**config.mk**
```make
export PLATFORM = sky130hd
export DESIGN_NAME = phase_sig_gen
export DESIGN_NICKNAME = d
export VERILOG_FILES = /design/src/rtl/phase_sig_gen.sv
export SDC_FILE = /design/constraint.sdc
export NUM_CORES = 1
export LEC_CHECK = 0
export CORE_MARGIN = 1
export CORE_UTILIZATION = 45
export CTS_BUF_LIST = sky130_fd_sc_hd__clkbuf_16
export DETAILED_ROUTE_END_ITERATION = 10
export HOLD_SLACK_MARGIN = 0.02
export PLACE_DENSITY = 0.65
export SYNTH_ARGS = -nofsm -noshare
export SYNTH_HDL_FRONTEND = slang
export SYNTH_SLANG_ARGS = --single-unit
```
**constraint.sdc**
```tcl
create_clock -name sys_clk -period 12.4 [get_ports sys_clk]
set_input_delay 1.24 -clock sys_clk [delete_from_list [all_inputs] [get_ports sys_clk]]
set_output_delay 1.24 -clock sys_clk [all_outputs]
set_load 0.05 [all_outputs]
```
**src/rtl/phase_sig_gen.sv**
```systemverilog
// rtl/phase_sig_gen.sv - programmable dual square-wave generator with phase-lagged copy
module phase_sig_gen #(
    parameter int CNT_W = 32
) (
    input  logic             sys_clk,
    input  logic             rst,
    input  logic             cfg_valid,
    output logic             cfg_ready,
    input  logic [CNT_W-1:0] cfg_period,
    input  logic [CNT_W-1:0] cfg_high,
    input  logic [CNT_W-1:0] cfg_phase,
    input  logic             enable,
    output logic             sig_out0,
    output logic             sig_out1,
    output logic             running,
    output logic             cfg_err
);

    localparam logic [0:0] ST_IDLE = 1'b0;
    localparam logic [0:0] ST_RUN  = 1'b1;

    logic [0:0]       state, nxt_state;
    logic [CNT_W-1:0] act_period, act_high, act_phase;
    logic [CNT_W-1:0] nxt_period, nxt_high, nxt_phase;
    logic [CNT_W-1:0] pend_period, pend_high, pend_phase;
    logic [CNT_W-1:0] nxt_pend_period, nxt_pend_high, nxt_pend_phase;
    logic             pend_full, nxt_pend_full;
    logic             loaded, nxt_loaded;
    logic [CNT_W-1:0] cnt0, nxt_cnt0, nxt_cnt1;
    logic             armed1, nxt_armed1;
    logic             handshake, cfg_ok, wrap;

    assign cfg_ready = ~pend_full;
    assign handshake = cfg_valid && cfg_ready;
    assign cfg_ok    = (cfg_period >= CNT_W'(2)) && (cfg_high != '0) &&
                       (cfg_high < cfg_period) && (cfg_phase < cfg_period);
    assign wrap      = (state == ST_RUN) && (cnt0 == act_period - CNT_W'(1));

    // Outputs are registered from the next-state values so they line up with cnt0.
    always_comb begin
        nxt_state       = state;
        nxt_period      = act_period;
        nxt_high        = act_high;
        nxt_phase       = act_phase;
        nxt_pend_period = pend_period;
        nxt_pend_high   = pend_high;
        nxt_pend_phase  = pend_phase;
        nxt_pend_full   = pend_full;
        nxt_loaded      = loaded;
        nxt_cnt0        = cnt0;
        nxt_armed1      = 1'b0;
        if (state == ST_IDLE) begin
            if (handshake && cfg_ok) begin
                nxt_period = cfg_period;
                nxt_high   = cfg_high;
                nxt_phase  = cfg_phase;
                nxt_loaded = 1'b1;
            end
            if (enable && loaded) begin
                nxt_state  = ST_RUN;
                nxt_cnt0   = '0;
                nxt_armed1 = (nxt_phase == '0);
            end
        end else begin
            if (handshake && cfg_ok) begin
                nxt_pend_period = cfg_period;
                nxt_pend_high   = cfg_high;
                nxt_pend_phase  = cfg_phase;
                nxt_pend_full   = 1'b1;
            end
            if (wrap) begin
                nxt_cnt0 = '0;
                if (pend_full) begin
                    nxt_period    = pend_period;
                    nxt_high      = pend_high;
                    nxt_phase     = pend_phase;
                    nxt_pend_full = 1'b0;
                end
                if (!enable) begin
                    nxt_state = ST_IDLE;
                end
            end else begin
                nxt_cnt0 = cnt0 + CNT_W'(1);
            end
            // armed1 survives a pending apply so the lag change has no dead cycle
            nxt_armed1 = (nxt_state == ST_RUN) && (armed1 || (nxt_cnt0 == nxt_phase));
        end
        nxt_cnt1 = (nxt_cnt0 >= nxt_phase) ? (nxt_cnt0 - nxt_phase)
                                            : (nxt_cnt0 + nxt_period - nxt_phase);
    end

    always_ff @(posedge sys_clk or posedge rst) begin
        if (rst) begin
            state       <= ST_IDLE;
            act_period  <= '0;
            act_high    <= '0;
            act_phase   <= '0;
            pend_period <= '0;
            pend_high   <= '0;
            pend_phase  <= '0;
            pend_full   <= 1'b0;
            loaded      <= 1'b0;
            cnt0        <= '0;
            armed1      <= 1'b0;
            sig_out0    <= 1'b0;
            sig_out1    <= 1'b0;
            running     <= 1'b0;
            cfg_err     <= 1'b0;
        end else begin
            state       <= nxt_state;
            act_period  <= nxt_period;
            act_high    <= nxt_high;
            act_phase   <= nxt_phase;
            pend_period <= nxt_pend_period;
            pend_high   <= nxt_pend_high;
            pend_phase  <= nxt_pend_phase;
            pend_full   <= nxt_pend_full;
            loaded      <= nxt_loaded;
            cnt0        <= nxt_cnt0;
            armed1      <= nxt_armed1;
            sig_out0    <= (nxt_state == ST_RUN) && (nxt_cnt0 < nxt_high);
            sig_out1    <= (nxt_state == ST_RUN) && nxt_armed1 && (nxt_cnt1 < nxt_high);
            running     <= (nxt_state == ST_RUN);
            cfg_err     <= handshake && !cfg_ok;
        end
    end

endmodule
```
# Word level (Yosys, flattened, before mapping)
# Index checks and enable logic that the tools add are counted.
[classes]
n_addsub = 5
eq_ne = 2
mux = 29
n_reduce_logical = 18
bitwise_logic = 2
n_lt_le_gt_ge = 6
[ops]
columns = ["operator", "n"]
rows = [
  ["32-bit 2-to-1 mux", 19],
  ["32-bit < comparator", 4],
  ["32-bit == test", 2],
  ["32-bit subtractor", 2],
  ["32-bit by 1-bit adder with 32-bit output (second input constant)", 1],
  ["32-bit adder", 1],
  ["32-bit by 2-bit greater-or-equal comparator with 1-bit output (second input constant)", 1],
  ["32-bit greater-or-equal comparator", 1],
  ["32-bit zero test", 1],
  ["32-bit nonzero test", 1],
  ["32-bit by 1-bit subtractor with 32-bit output (second input constant)", 1],
  ["1-bit logical AND", 12],
  ["1-bit 2-to-1 mux", 10],
  ["2-bit AND reduction", 2],
  ["1-bit inverter", 2],
  ["1-bit zero test", 1],
  ["1-bit logical OR", 1],
]
[totals]
word_cells = 76
regBits = 231
in_bits = 100

# Longest topological paths before layout
# Gate-level depths: netlist (run 1).
[logic_depth]
depth_word = 12
depth_mapped = 43

# Worst setup path after synthesis (run 1)
# Ideal clock, no wire load.
[synth_timing]
path_kind = "input to register"
startpoint = "input cfg_period[29]"
endpoint = "register sig_out1"
setup_time_ps = 87
t_arrival_ps = 9223
stages = 40
slack_ps = 3091
path_buffers = 5
path_cell_list = "inv_1 ha_1 nand4_1 nor4_1 and3_1 a221oi_1 nand4_1 a31oi_1 o211ai_1 clkbuf_1 clkbuf_1 nand2_1 and3_1 a21oi_1 ha_1 fa_1 nand2b_1 a21oi_1 (+4 left out) a211oi_1 clkbuf_1 clkbuf_1 clkbuf_1 nor2_1 a21oi_1 ha_1 a21o_1 a21o_1 a21o_1 a21o_1 a21o_1 a21o_1 a21o_1 a221o_1 a221oi_1 nand2_1 a211oi_2"
[synth_between]
elab_chain_len = 12
word_cells_on_any_way = 25
classes_between = "add/sub: 3; order compare: 5; mux: 10; reduce/logical: 7"
[synth_lines]
columns = ["item", "line_no", "rtl"]
rows = [
  ["start, declared", "9", "input logic [CNT_W-1:0] cfg_period,"],
  ["32-bit by 2-bit greater-or-equal comparator with 1-bit output", "35", "assign cfg_ok = (cfg_period >= CNT_W'(2)) && (cfg_high != '0) &&"],
  ["1-bit logical AND (2 in a row)", "35", ""],
  ["1-bit logical AND *", "36", "(cfg_high < cfg_period) && (cfg_phase < cfg_period);"],
  ["1-bit logical AND *", "53", "if (handshake && cfg_ok) begin"],
  ["32-bit 2-to-1 mux *", "53", ""],
  ["32-bit 2-to-1 mux * (2 in a row)", "52", "if (state == ST_IDLE) begin"],
  ["via nxt_phase[0]", "24", "logic [CNT_W-1:0] nxt_period, nxt_high, nxt_phase;"],
  ["32-bit subtractor (tied with other cells)", "89", ": (nxt_cnt0 + nxt_period - nxt_phase);"],
  ["32-bit 2-to-1 mux *", "88", "nxt_cnt1 = (nxt_cnt0 >= nxt_phase) ? (nxt_cnt0 - nxt_phase)"],
  ["32-bit < comparator *", "122", "sig_out1 <= (nxt_state == ST_RUN) && nxt_armed1 && (nxt_cnt1 < nxt_high);"],
  ["1-bit logical AND *", "122", ""],
  ["end signal, assigned", "122", ""],
  ["end, declared", "14", "output logic sig_out1,"],
]
# The timed path passes the listed nets; every way through them passes the cells marked *. The select of a mux whose other input is x is not followed.
# A chain may end at the register's enable or synchronous reset.

# Final worst setup path (run 1)
[layout_timing]
startpoint = "input cfg_period[24]"
endpoint = "register sig_out1"
# Same word-level chain as after synthesis.

==> results of run 1 <==
-- critical path, delay by kind of cell --
kind | cells | cell delay, ns
AOI/OAI and AO/OA | 18 | 4.59
adders and majority gates | 4 | 1.21
buffers and inverters | 4 | 1.78
and+or+nand+nor | 9 | 2.13
-- power breakdown --
| part | total (mW) | internal (mW) | switching [mW] | leakage, nW |
|---|---|---|---|---|
| registers | 0.776 | 0.760 | 0.0155 | 3.03 |
| logic | 0.358 | 0.142 | 0.216 | 7.54 |
| clock network | 0.790 | 0.438 | 0.352 | 0.431 |
-- state kept, by name (all words and copies together), names as in the netlist --
| register | count |
|---|---|
| act_high | 32 |
| act_period | 32 |
| act_phase | 32 |
| armed1 | 1 |
| cfg_err | 1 |
| cnt0 | 32 |
| loaded | 1 |
| pend_full | 1 |
| pend_high | 32 |
| pend_period | 32 |
| pend_phase | 32 |
| sig_out0 | 1 |
| sig_out1 | 1 |
| state | 1 |
-- cell type report --
type	instances	area, um^2
flip-flops and latches	231	5780
clock inverters	22	165
multi-input cells	1928	14000
well taps	600	751
fillers	4228	22200
diodes	1	2.50
clock buffers	27	676
inverters	177	672
repair buffers	138	1320
-- worst min-delay path by stage --
stage	slack (ns)	startpoint	end	depth (start not counted)
after global placement	0.46	pend_period[26]$_DFFE_PP0P_	pend_period[26]$_DFFE_PP0P_	2
final	0.48	pend_period[26]$_DFFE_PP0P_	pend_period[26]$_DFFE_PP0P_	2
after CTS	0.49	pend_period[21]$_DFFE_PP0P_	pend_period[21]$_DFFE_PP0P_	2
after detailed placement	0.47	pend_period[21]$_DFFE_PP0P_	pend_period[21]$_DFFE_PP0P_	2
after global routing	0.51	pend_period[24]$_DFFE_PP0P_	pend_period[24]$_DFFE_PP0P_	2
after floorplan	0.45	pend_period[31]$_DFFE_PP0P_	pend_period[31]$_DFFE_PP0P_	2
-- kinds of logic after synthesis --
family	count (synthesis)
flops	231
mux	244
compound gates	544
xor+xnor	116
buf+inv	286
simple gates	803
fa+ha+maj	221
-- per-stage QoR --
stage / utilization, % / setup WS [ns] / power (mW)
after CTS: 51.3 / 1.94 / 1.92
after detailed placement: 49.4 / 1.38 / 1.14
final: 51.3 / 1.75 / 1.92
after global placement: 49.4 / 1.55 / 1.13
after global routing: 51.3 / 1.03 / 2.00
after floorplan: - / 3.09 / 1.00
-- per-layer routing --
layer | GRT usage, % | vias to the layer above
li1 | - | 8931
met1 | 45.6 | 9434
met2 | 48.8 | 858
met3 | 7.03 | 164
met4 | 13.6 | 4
met5 | 0 | -
-- layout by cell type (no fill, tap or decap), drive strengths merged, types with 66 or more instances in the layout --
master | netlist | layout
a21oi | 125 | 125
clkdlybuf4s50 | 0 | 104
dfrtp | 231 | 231
ha | 190 | 190
inv | 177 | 184
mux2 | 67 | 67
mux2i | 177 | 177
nand2 | 308 | 308
nor2 | 145 | 145
o21ai | 148 | 148
xnor2 | 66 | 66
==> flow_metrics.env, run 1 <==
export IMPL_clockBufferDepth=3
export IMPL_nets=2824
export IMPL_cts_sinks=231
export IMPL_criticalPathCategory="in -> reg"
export IMPL_maxCapViolCount=0
export IMPL_r2r_start="act_period[8]$_DFF_PP0_"
export IMPL_wl_met3_um=7410
export IMPL_ioPinCount=105
export IMPL_dpl_hpwl_um=61000
export IMPL_tightest_slew_ns=1.08
export IMPL_whs_ns=0.483
export IMPL_relSlewSlack_pct=27.3
export IMPL_p_per_area_nw_per_um2=82.3
export IMPL_cts_resized=0
export IMPL_critPathRequiredTime_ns=12.87
export IMPL_grt_pass1_vias=18600
export IMPL_synth_warnings=0
export IMPL_grt_overflow=0
export IMPL_syn2layout_area_growth_pct=12.1
export IMPL_avgRoutedWirePerCell_um=24.8
export IMPL_htree_levels=1
export IMPL_num_rows=78
export IMPL_via_count=19400
export IMPL_fin_cells=3124
export IMPL_hold_viol_final=0
export IMPL_cp_slowest_cell="nor4_1"
export IMPL_worstPathMaxFanout=95
export IMPL_path_clk_slew_ns=0.06
export IMPL_setup_viol=0
export IMPL_hold_buffers=0
export IMPL_max_stage_delay_ns=0.80
export IMPL_p_leak_nw=11.0
export IMPL_min_period_over_period_pct=85.9
export IMPL_finalClockSkew_ns=0.00883
export IMPL_wl_met2_um=33000
export IMPL_worstSetupStartpoint="cfg_period[24]"
export IMPL_muxShareOfSynthArea_pct=12.1
export IMPL_synth_xor_xnor_area_share_pct=4.87
export IMPL_synth_most_common_cell="nand2_1"
export IMPL_r2r_end="sig_out1$_DFF_PP0_"
export IMPL_synth_adder_area_share_pct=14.4
export IMPL_gr_usage_all_layers_pct=32.7
export IMPL_drive_gt1_share_pct=6.90
export IMPL_antenna_found_initial=5
export IMPL_synth_main_ff_cell="dfrtp_1"
export IMPL_ant_nets=0
export IMPL_drc_errors=0
export IMPL_post_synth_cell_area_avg_um2=8.53
export IMPL_critical_path_arrival_ns=11.12
export IMPL_synth_nets=2766
export IMPL_ys_top_cells_by_count="308 x nand2_1, 231 x dfrtp_1, 190 x ha_1, 177 x inv_1, 177 x mux2i_1"
export IMPL_placed_cell_area_um2=22500
export IMPL_cp_common_cell="a21o_1"
export IMPL_yosys_area_top_type="dfrtp_1"
export IMPL_cts_tree="built"
export IMPL_m1WireLength_um=33800
export IMPL_start_kind="primary input"
export IMPL_timing_fmax_ghz=0.0939
export IMPL_synth_compound_area_share_pct=16.9
export IMPL_finalWorstPathRequiredPeriod_ns=10.65
export IMPL_post_place_cells=3074
export IMPL_netlist_area_um2=20900
export IMPL_wl_um=77600
export IMPL_synth_enable_flop_cells=0
export IMPL_grt_start_max_net_pins=99
export IMPL_cp_end_kind="register"
export IMPL_final_area_um2=23400
export IMPL_synth_seq_cells=231
export IMPL_gp_congestion=1.02
export IMPL_drtIter0Drc=1951
export IMPL_async_flop_share_pct=100
export IMPL_fin_setup_tns_ns=0
export IMPL_synth_top_family_by_area="simple AND/OR/NAND/NOR gates"
export IMPL_rsz0062_at_grt="false"
export IMPL_ir_drop_uv=98.3
export IMPL_setup_worst_path_end="sig_out1$_DFF_PP0_"
export IMPL_grt_first_pass_wirelength_um=116000
export IMPL_synth_distinct_cells=83
export IMPL_post_cts_buffers=0
export IMPL_initial_core_util_pct=45.8
export IMPL_die_x_um=217
export IMPL_topRoutingLayerUsed="met5"
export IMPL_core_area_um2=45600
export IMPL_synth_area_leaders="dfrtp_1 28%, ha_1 11%, mux2i_1 8.5%, nand2_1 5.5%, mux2_2 3.6%"
export IMPL_die_area_um2=47200
export IMPL_clkLatencyLatePin_ns=0.56
export IMPL_drt_vias_per_instance=6.21
export IMPL_cts_buffers=27
export IMPL_ys_seq_area_share_pct=27.7
export IMPL_synth_top_area_share_pct=27.7
export IMPL_portBuffers=104
export IMPL_rrSetupSlack_ns=1.79
export IMPL_r2r_cells=38
export IMPL_hold_class="reg -> reg"
export IMPL_status="complete, no violations"
export IMPL_synth_cells=2445
export IMPL_synthSimpleGateAreaFrac_pct=18.7
export IMPL_die_height_um=217
export IMPL_clockRootBuffer="clkbuf_16"
export IMPL_slew_viol_final=0
export IMPL_first_pass_iters=5
(Power assumes the default switching activity.)
==> run 2: changes to the inputs <==
--- a/config.mk
+++ b/config.mk
@@ -7,7 +7,7 @@
 export LEC_CHECK = 0
 export CORE_MARGIN = 1
 export CORE_UTILIZATION = 45
-export CTS_BUF_LIST = sky130_fd_sc_hd__clkbuf_16
+export CTS_BUF_LIST = sky130_fd_sc_hd__clkbuf_8
 export DETAILED_ROUTE_END_ITERATION = 10
 export HOLD_SLACK_MARGIN = 0.02
 export PLACE_DENSITY = 0.65
==> run 2 against run 1 <==
Against the previous run:
- sequential power about the same
- sequential cell count unchanged
- maximum frequency up 0.42%
- via count up 0.72%
- non-clock buffer count unchanged
- register-to-register slack better by 0.07 ns
- combinational power about the same
- critical path type unchanged
- highest routed layer is now met4
==> flow_metrics.env, run 2 (synthesis results as in run 1) <==
export IMPL_cp_slowest_cell="nor4_1"
export IMPL_antenna_found_initial=2
export IMPL_utilization_pct=51.3
export IMPL_via_count=19500
export IMPL_crit_family="compound AO/OA/AOI/OAI gates"
export IMPL_setup_viol=0
export IMPL_layout_common_cells="307 x nand2_1, 230 x dfrtp_1, 190 x ha_1"
export IMPL_slew_viol_final=0
export IMPL_post_place_cells=3074
export IMPL_sequentialPowerShare_pct=41.1
export IMPL_drc_errors=0
export IMPL_p_per_area_nw_per_um2=80.7
export IMPL_min_period_over_period_pct=85.5
export IMPL_cts_tree="built"
export IMPL_wl_met2_um=32700
export IMPL_wl_met3_um=7220
export IMPL_p_int_mw=1.31
export IMPL_start_kind="primary input"
export IMPL_portBuffers=104
export IMPL_clkLatencyLatePin_ns=0.59
export IMPL_rrSetupSlack_ns=1.86
export IMPL_finalClockSkew_ns=0.0346
export IMPL_first_pass_iters=6
export IMPL_fin_setup_tns_ns=0
export IMPL_gr_usage_all_layers_pct=32.6
export IMPL_status="complete, no violations"
export IMPL_p_leak_nw=11.0
export IMPL_gp_congestion=1.02
export IMPL_critical_path_arrival_ns=11.10
export IMPL_fin_cells=3147
export IMPL_ir_drop_uv=93.6
export IMPL_avgRoutedWirePerCell_um=24.6
export IMPL_die_area_um2=47200
export IMPL_criticalPathCategory="in -> reg"
export IMPL_nets=2838
export IMPL_cp_common_cell="a21o_1"
export IMPL_clockBufferDepth=3
export IMPL_path_clk_slew_ns=0.06
export IMPL_worstSetupStartpoint="cfg_period[30]"
export IMPL_hold_class="reg -> reg"
export IMPL_hold_buffers=0
export IMPL_critPathRequiredTime_ns=12.90
export IMPL_power_mw=1.89
export IMPL_relSlewSlack_pct=28.8
export IMPL_hold_viol_final=0
export IMPL_worst_slack_ns=1.80
export IMPL_rsz0062_at_grt="false"
export IMPL_topRoutingLayerUsed="met4"
export IMPL_finalWorstPathRequiredPeriod_ns=10.60
export IMPL_cp_end_kind="register"
export IMPL_combinationalPowerShare_pct=19.0
export IMPL_grt_first_pass_wirelength_um=116000
export IMPL_final_common_cell="nand2_1"
export IMPL_switching_share_pct=30.4
export IMPL_cts_buffers=41
export IMPL_min_from="pend_period[23]$_DFFE_PP0P_"
export IMPL_grt_overflow=0
export IMPL_cts_sinks=231
export IMPL_tightest_slew_ns=1.06
export IMPL_dpl_hpwl_um=61000
export IMPL_drive_gt1_share_pct=7.74
export IMPL_worstPathMaxFanout=95
export IMPL_dp_slack_ns=1.38
export IMPL_cts_resized=0
export IMPL_die_height_um=217
export IMPL_drtIter0Drc=2012
export IMPL_drt_vias_per_instance=6.21
export IMPL_power_share_clock_pct=39.9
export IMPL_ant_nets=0
export IMPL_timing_fmax_ghz=0.0943
export IMPL_max_stage_delay_ns=0.80
export IMPL_r2r_start="act_period[5]$_DFF_PP0_"
export IMPL_maxCapViolCount=0
export IMPL_core_area_um2=45600
export IMPL_grt_start_max_net_pins=99
export IMPL_grt_pass1_vias=18600
export IMPL_p_sw_mw=0.574
export IMPL_ioPinCount=105
export IMPL_die_x_um=217
export IMPL_post_cts_buffers=0
export IMPL_num_rows=78
export IMPL_htree_levels=2
export IMPL_initial_core_util_pct=45.8
export IMPL_clockRootBuffer="clkbuf_8"
export IMPL_m1WireLength_um=33800
export IMPL_wl_um=77400
export IMPL_syn2layout_area_growth_pct=12.1
export IMPL_crit_buf_inv=4
## run 2: path summary, 6_finish.rpt
check                      cells past startpoint                          end
min in group asynchronous                      2    pend_high[13]$_DFFE_PP0P_
max reg2reg                                   38           sig_out1$_DFF_PP0_
min reg2reg                                    2  pend_period[23]$_DFFE_PP0P_
min                                            2  pend_period[23]$_DFFE_PP0P_
max                                           35           sig_out1$_DFF_PP0_
max in group asynchronous                      4           loaded$_DFFE_PP0P_
## run 2: stage by stage
stage / area [um^2] / hold slack [ns]
floorplan: 20900 / 0.449
global placement: 22500 / 0.463
finish: 23400 / 0.484
global route: 23400 / 0.510
detailed placement: 22500 / 0.475
CTS: 23400 / 0.488
## run 2: metal layers
layer,global-route usage (%),up-vias
met5,0,-
met4,14.4,0
met3,5.67,191
met2,48.1,898
met1,46.5,9470
li1,-,8972
## run 2: power by group through the flow
stage / clock, mW / combinational, mW / sequential (mW)
after floorplan: 0 / 0.223 / 0.780
after global placement: 0 / 0.343 / 0.789
after detailed placement: 0 / 0.349 / 0.789
after CTS: 0.760 / 0.352 / 0.775
after global routing: 0.796 / 0.392 / 0.777
final: 0.753 / 0.358 / 0.776
## run 2: final cells by class
type | instances | area [um^2]
antenna | 1 | 2.50
clock buffer | 54 | 743
clock inverter | 18 | 109
fill | 4254 | 22200
inverter | 177 | 672
multi-input combinational | 1928 | 14000
sequential | 231 | 5780
tap | 600 | 751
timing repair buffer | 138 | 1320
## run 2: worst reg2reg max path: cells and delay by family (launching register included)
family	cells	cell delay [ns]
AOI/OAI and AO/OA	16	3.81
DFF	1	0.47
and+or+nand+nor	13	3.45
buffers and inverters	3	0.71
xor gates and xnor gates	1	0.09
adders and majority gates	3	0.94
muxes	2	1.00
==> run 3: changes to the inputs <==
--- a/config.mk
+++ b/config.mk
@@ -10,6 +10,7 @@
 export CTS_BUF_LIST = sky130_fd_sc_hd__clkbuf_8
 export DETAILED_ROUTE_END_ITERATION = 10
 export HOLD_SLACK_MARGIN = 0.02
+export MAX_ROUTING_LAYER = met4
 export PLACE_DENSITY = 0.65
 export SYNTH_ARGS = -nofsm -noshare
 export SYNTH_HDL_FRONTEND = slang
==> run 3 against run 2 <==
Against the previous run:
- clock power increased by 4.5%
- sequential power about the same
- sequential share of layout area is essentially flat
- largest cell class unchanged
- die area stayed put
- sequential cell count did not move
- combinational power hardly changed
- clock skew decreased by 0.0013 ns
- routed wire length fell by 0.14%
- highest routed layer unchanged
==> flow_metrics.env, run 3 (synthesis results as in run 1) <==
export IMPL_status="complete, no violations"
export IMPL_gr_usage_all_layers_pct=33.5
export IMPL_hold_class="reg -> reg"
export IMPL_cts_buffers=42
export IMPL_switching_share_pct=30.1
export IMPL_maxCapViolCount=0
export IMPL_final_common_cell="nand2_1"
export IMPL_cts_resized=0
export IMPL_gp_congestion=1.02
export IMPL_antenna_found_initial=1
export IMPL_avgRoutedWirePerCell_um=24.6
export IMPL_power_share_clock_pct=41.0
export IMPL_portBuffers=104
export IMPL_drive_gt1_share_pct=7.70
export IMPL_p_per_area_nw_per_um2=81.9
export IMPL_n_fill_cell=4259
export IMPL_grt_overflow=0
export IMPL_htree_levels=2
export IMPL_wl_um=77300
export IMPL_slew_viol_final=0
export IMPL_grt_first_pass_wirelength_um=115000
export IMPL_path_clk_slew_ns=0.06
export IMPL_seq_area_um2=5780
export IMPL_core_area_um2=45600
export IMPL_layout_common_cells="307 x nand2_1, 230 x dfrtp_1, 190 x ha_1"
export IMPL_ant_nets=0
export IMPL_finalClockSkew_ns=0.0332
export IMPL_tightest_slew_ns=1.01
export IMPL_cp_end_kind="register"
export IMPL_fin_setup_tns_ns=0
export IMPL_max_stage_delay_ns=0.67
export IMPL_initial_core_util_pct=45.8
export IMPL_grt_pass1_vias=18600
export IMPL_clockBufferDepth=3
export IMPL_critical_path_arrival_ns=11.23
export IMPL_r2r_cells=35
export IMPL_ir_drop_uv=91.4
export IMPL_ioPinCount=105
export IMPL_clkLatencyLatePin_ns=0.60
export IMPL_r2r_end="sig_out1$_DFF_PP0_"
export IMPL_die_x_um=217
export IMPL_via_count=19500
export IMPL_whs_path_depth=2
export IMPL_nets=2840
export IMPL_critPathRequiredTime_ns=12.92
export IMPL_syn2layout_area_growth_pct=12.3
export IMPL_finalWorstPathRequiredPeriod_ns=10.71
export IMPL_die_area_um2=47200
export IMPL_start_kind="register"
export IMPL_drt_vias_per_instance=6.19
export IMPL_sequentialPowerShare_pct=40.5
export IMPL_cp_slowest_cell="a211oi_4"
export IMPL_crit_buf_inv=4
export IMPL_hold_path_end="pend_period[10]$_DFFE_PP0P_"
export IMPL_crit_family="compound AO/OA/AOI/OAI gates"
export IMPL_first_pass_iters=6
export IMPL_hold_buffers=0
export IMPL_drtIter0Drc=2180
export IMPL_relSlewSlack_pct=32.2
export IMPL_die_height_um=217
export IMPL_dpl_hpwl_um=60900
export IMPL_multiInputGateArea_um2=14000
export IMPL_hold_viol_final=0
export IMPL_clockRootBuffer="clkbuf_8"
export IMPL_combinationalPowerShare_pct=18.5
export IMPL_post_cts_buffers=0
export IMPL_p_leak_nw=11.1
export IMPL_whs_ns=0.486
export IMPL_rrSetupSlack_ns=1.69
export IMPL_cts_tree="built"
export IMPL_grt_start_max_net_pins=110
export IMPL_r2r_start="act_period[5]$_DFF_PP0_"
export IMPL_p_sw_mw=0.577
export IMPL_timing_fmax_ghz=0.0933
export IMPL_num_rows=78
export IMPL_min_from="pend_period[10]$_DFFE_PP0P_"
export IMPL_criticalPathCategory="reg -> reg"
export IMPL_worstPathMaxFanout=42
export IMPL_cp_common_cell="a21o_1"
export IMPL_p_int_mw=1.34
export IMPL_rsz0062_at_grt="false"
export IMPL_setup_viol=0
export IMPL_cts_sinks=231
export IMPL_min_period_over_period_pct=86.4
export IMPL_drc_errors=0
run 3: changes by cell type in the layout (fill, tap and decap cells not counted):
cell and change:
buf_4 +1, bufinv_16 +2, clkbuf_8 -2, clkinv_2 +1, clkinvlp_4 -2, nor4b_1 +1, nor4b_2 -1
run 3: metrics by stage:
stage | instance area (um^2) | utilization, % | setup slack (ns) | std cells | power, mW
after detailed placement | 22500 | 49.4 | 1.45 | 3075 | 1.14
final | 23400 | 51.4 | 1.69 | 3147 | 1.92
after CTS | 23400 | 51.4 | 1.77 | 3146 | 1.92
after global placement | 22500 | 49.4 | 1.61 | 3075 | 1.13
after floorplan | 20900 | - | 3.09 | 2445 | 1.00
after global routing | 23400 | 51.4 | 0.905 | 3146 | 2.00
run 3: area by class of cell:
type | instances | share of cell area, %
Inverter | 177 | 2.87
Clock inverter | 19 | 0.679
Multi-Input combinational cell | 1928 | 59.8
Sequential cell | 231 | 24.7
Antenna cell | 1 | 0.0107
Timing Repair Buffer | 139 | 5.68
Clock buffer | 52 | 3.06
Tap cell | 600 | 3.21
run 3: worst reg2reg max path: cells and delay by family (launching register included):
kind / cells / cell delay (ns)
compound gates: 19 / 4.70
fa+ha+maj: 2 / 0.63
buf+inv: 4 / 1.18
flops: 1 / 0.47
simple gates: 10 / 3.68
run 3: power groups by stage:
stage / Clock (mW) / Combinational, mW / Sequential [mW]
after floorplan: 0 / 0.223 / 0.780
after global placement: 0 / 0.342 / 0.789
after detailed placement: 0 / 0.347 / 0.789
after CTS: 0.795 / 0.349 / 0.776
after global routing: 0.831 / 0.387 / 0.777
final: 0.787 / 0.355 / 0.776
run 3: worst max-delay path by stage:
stage / startpoint / endpoint / slack [ns] / cells after the start
5_1_grt: act_period[8]$_DFF_PP0_ / sig_out1$_DFF_PP0_ / 0.90 / 36
2_1_floorplan: cfg_period[29] / sig_out1$_DFF_PP0_ / 3.09 / 40
6_report: act_period[5]$_DFF_PP0_ / sig_out1$_DFF_PP0_ / 1.69 / 35
3_5_place_dp: cfg_period[26] / sig_out1$_DFF_PP0_ / 1.45 / 38
4_1_cts: act_period[5]$_DFF_PP0_ / sig_out1$_DFF_PP0_ / 1.77 / 35
3_3_place_gp: cfg_period[26] / sig_out1$_DFF_PP0_ / 1.61 / 38
run 3: metal layers:
metal | GRT usage (%) | wire length [um] | vias up
met2 | 48.8 | 33300 | 847
met1 | 46.9 | 34600 | 9543
met3 | 5.72 | 6740 | 143
li1 | - | - | 8952
met5 | - | 0 | -
met4 | 11.2 | 2610 | 0
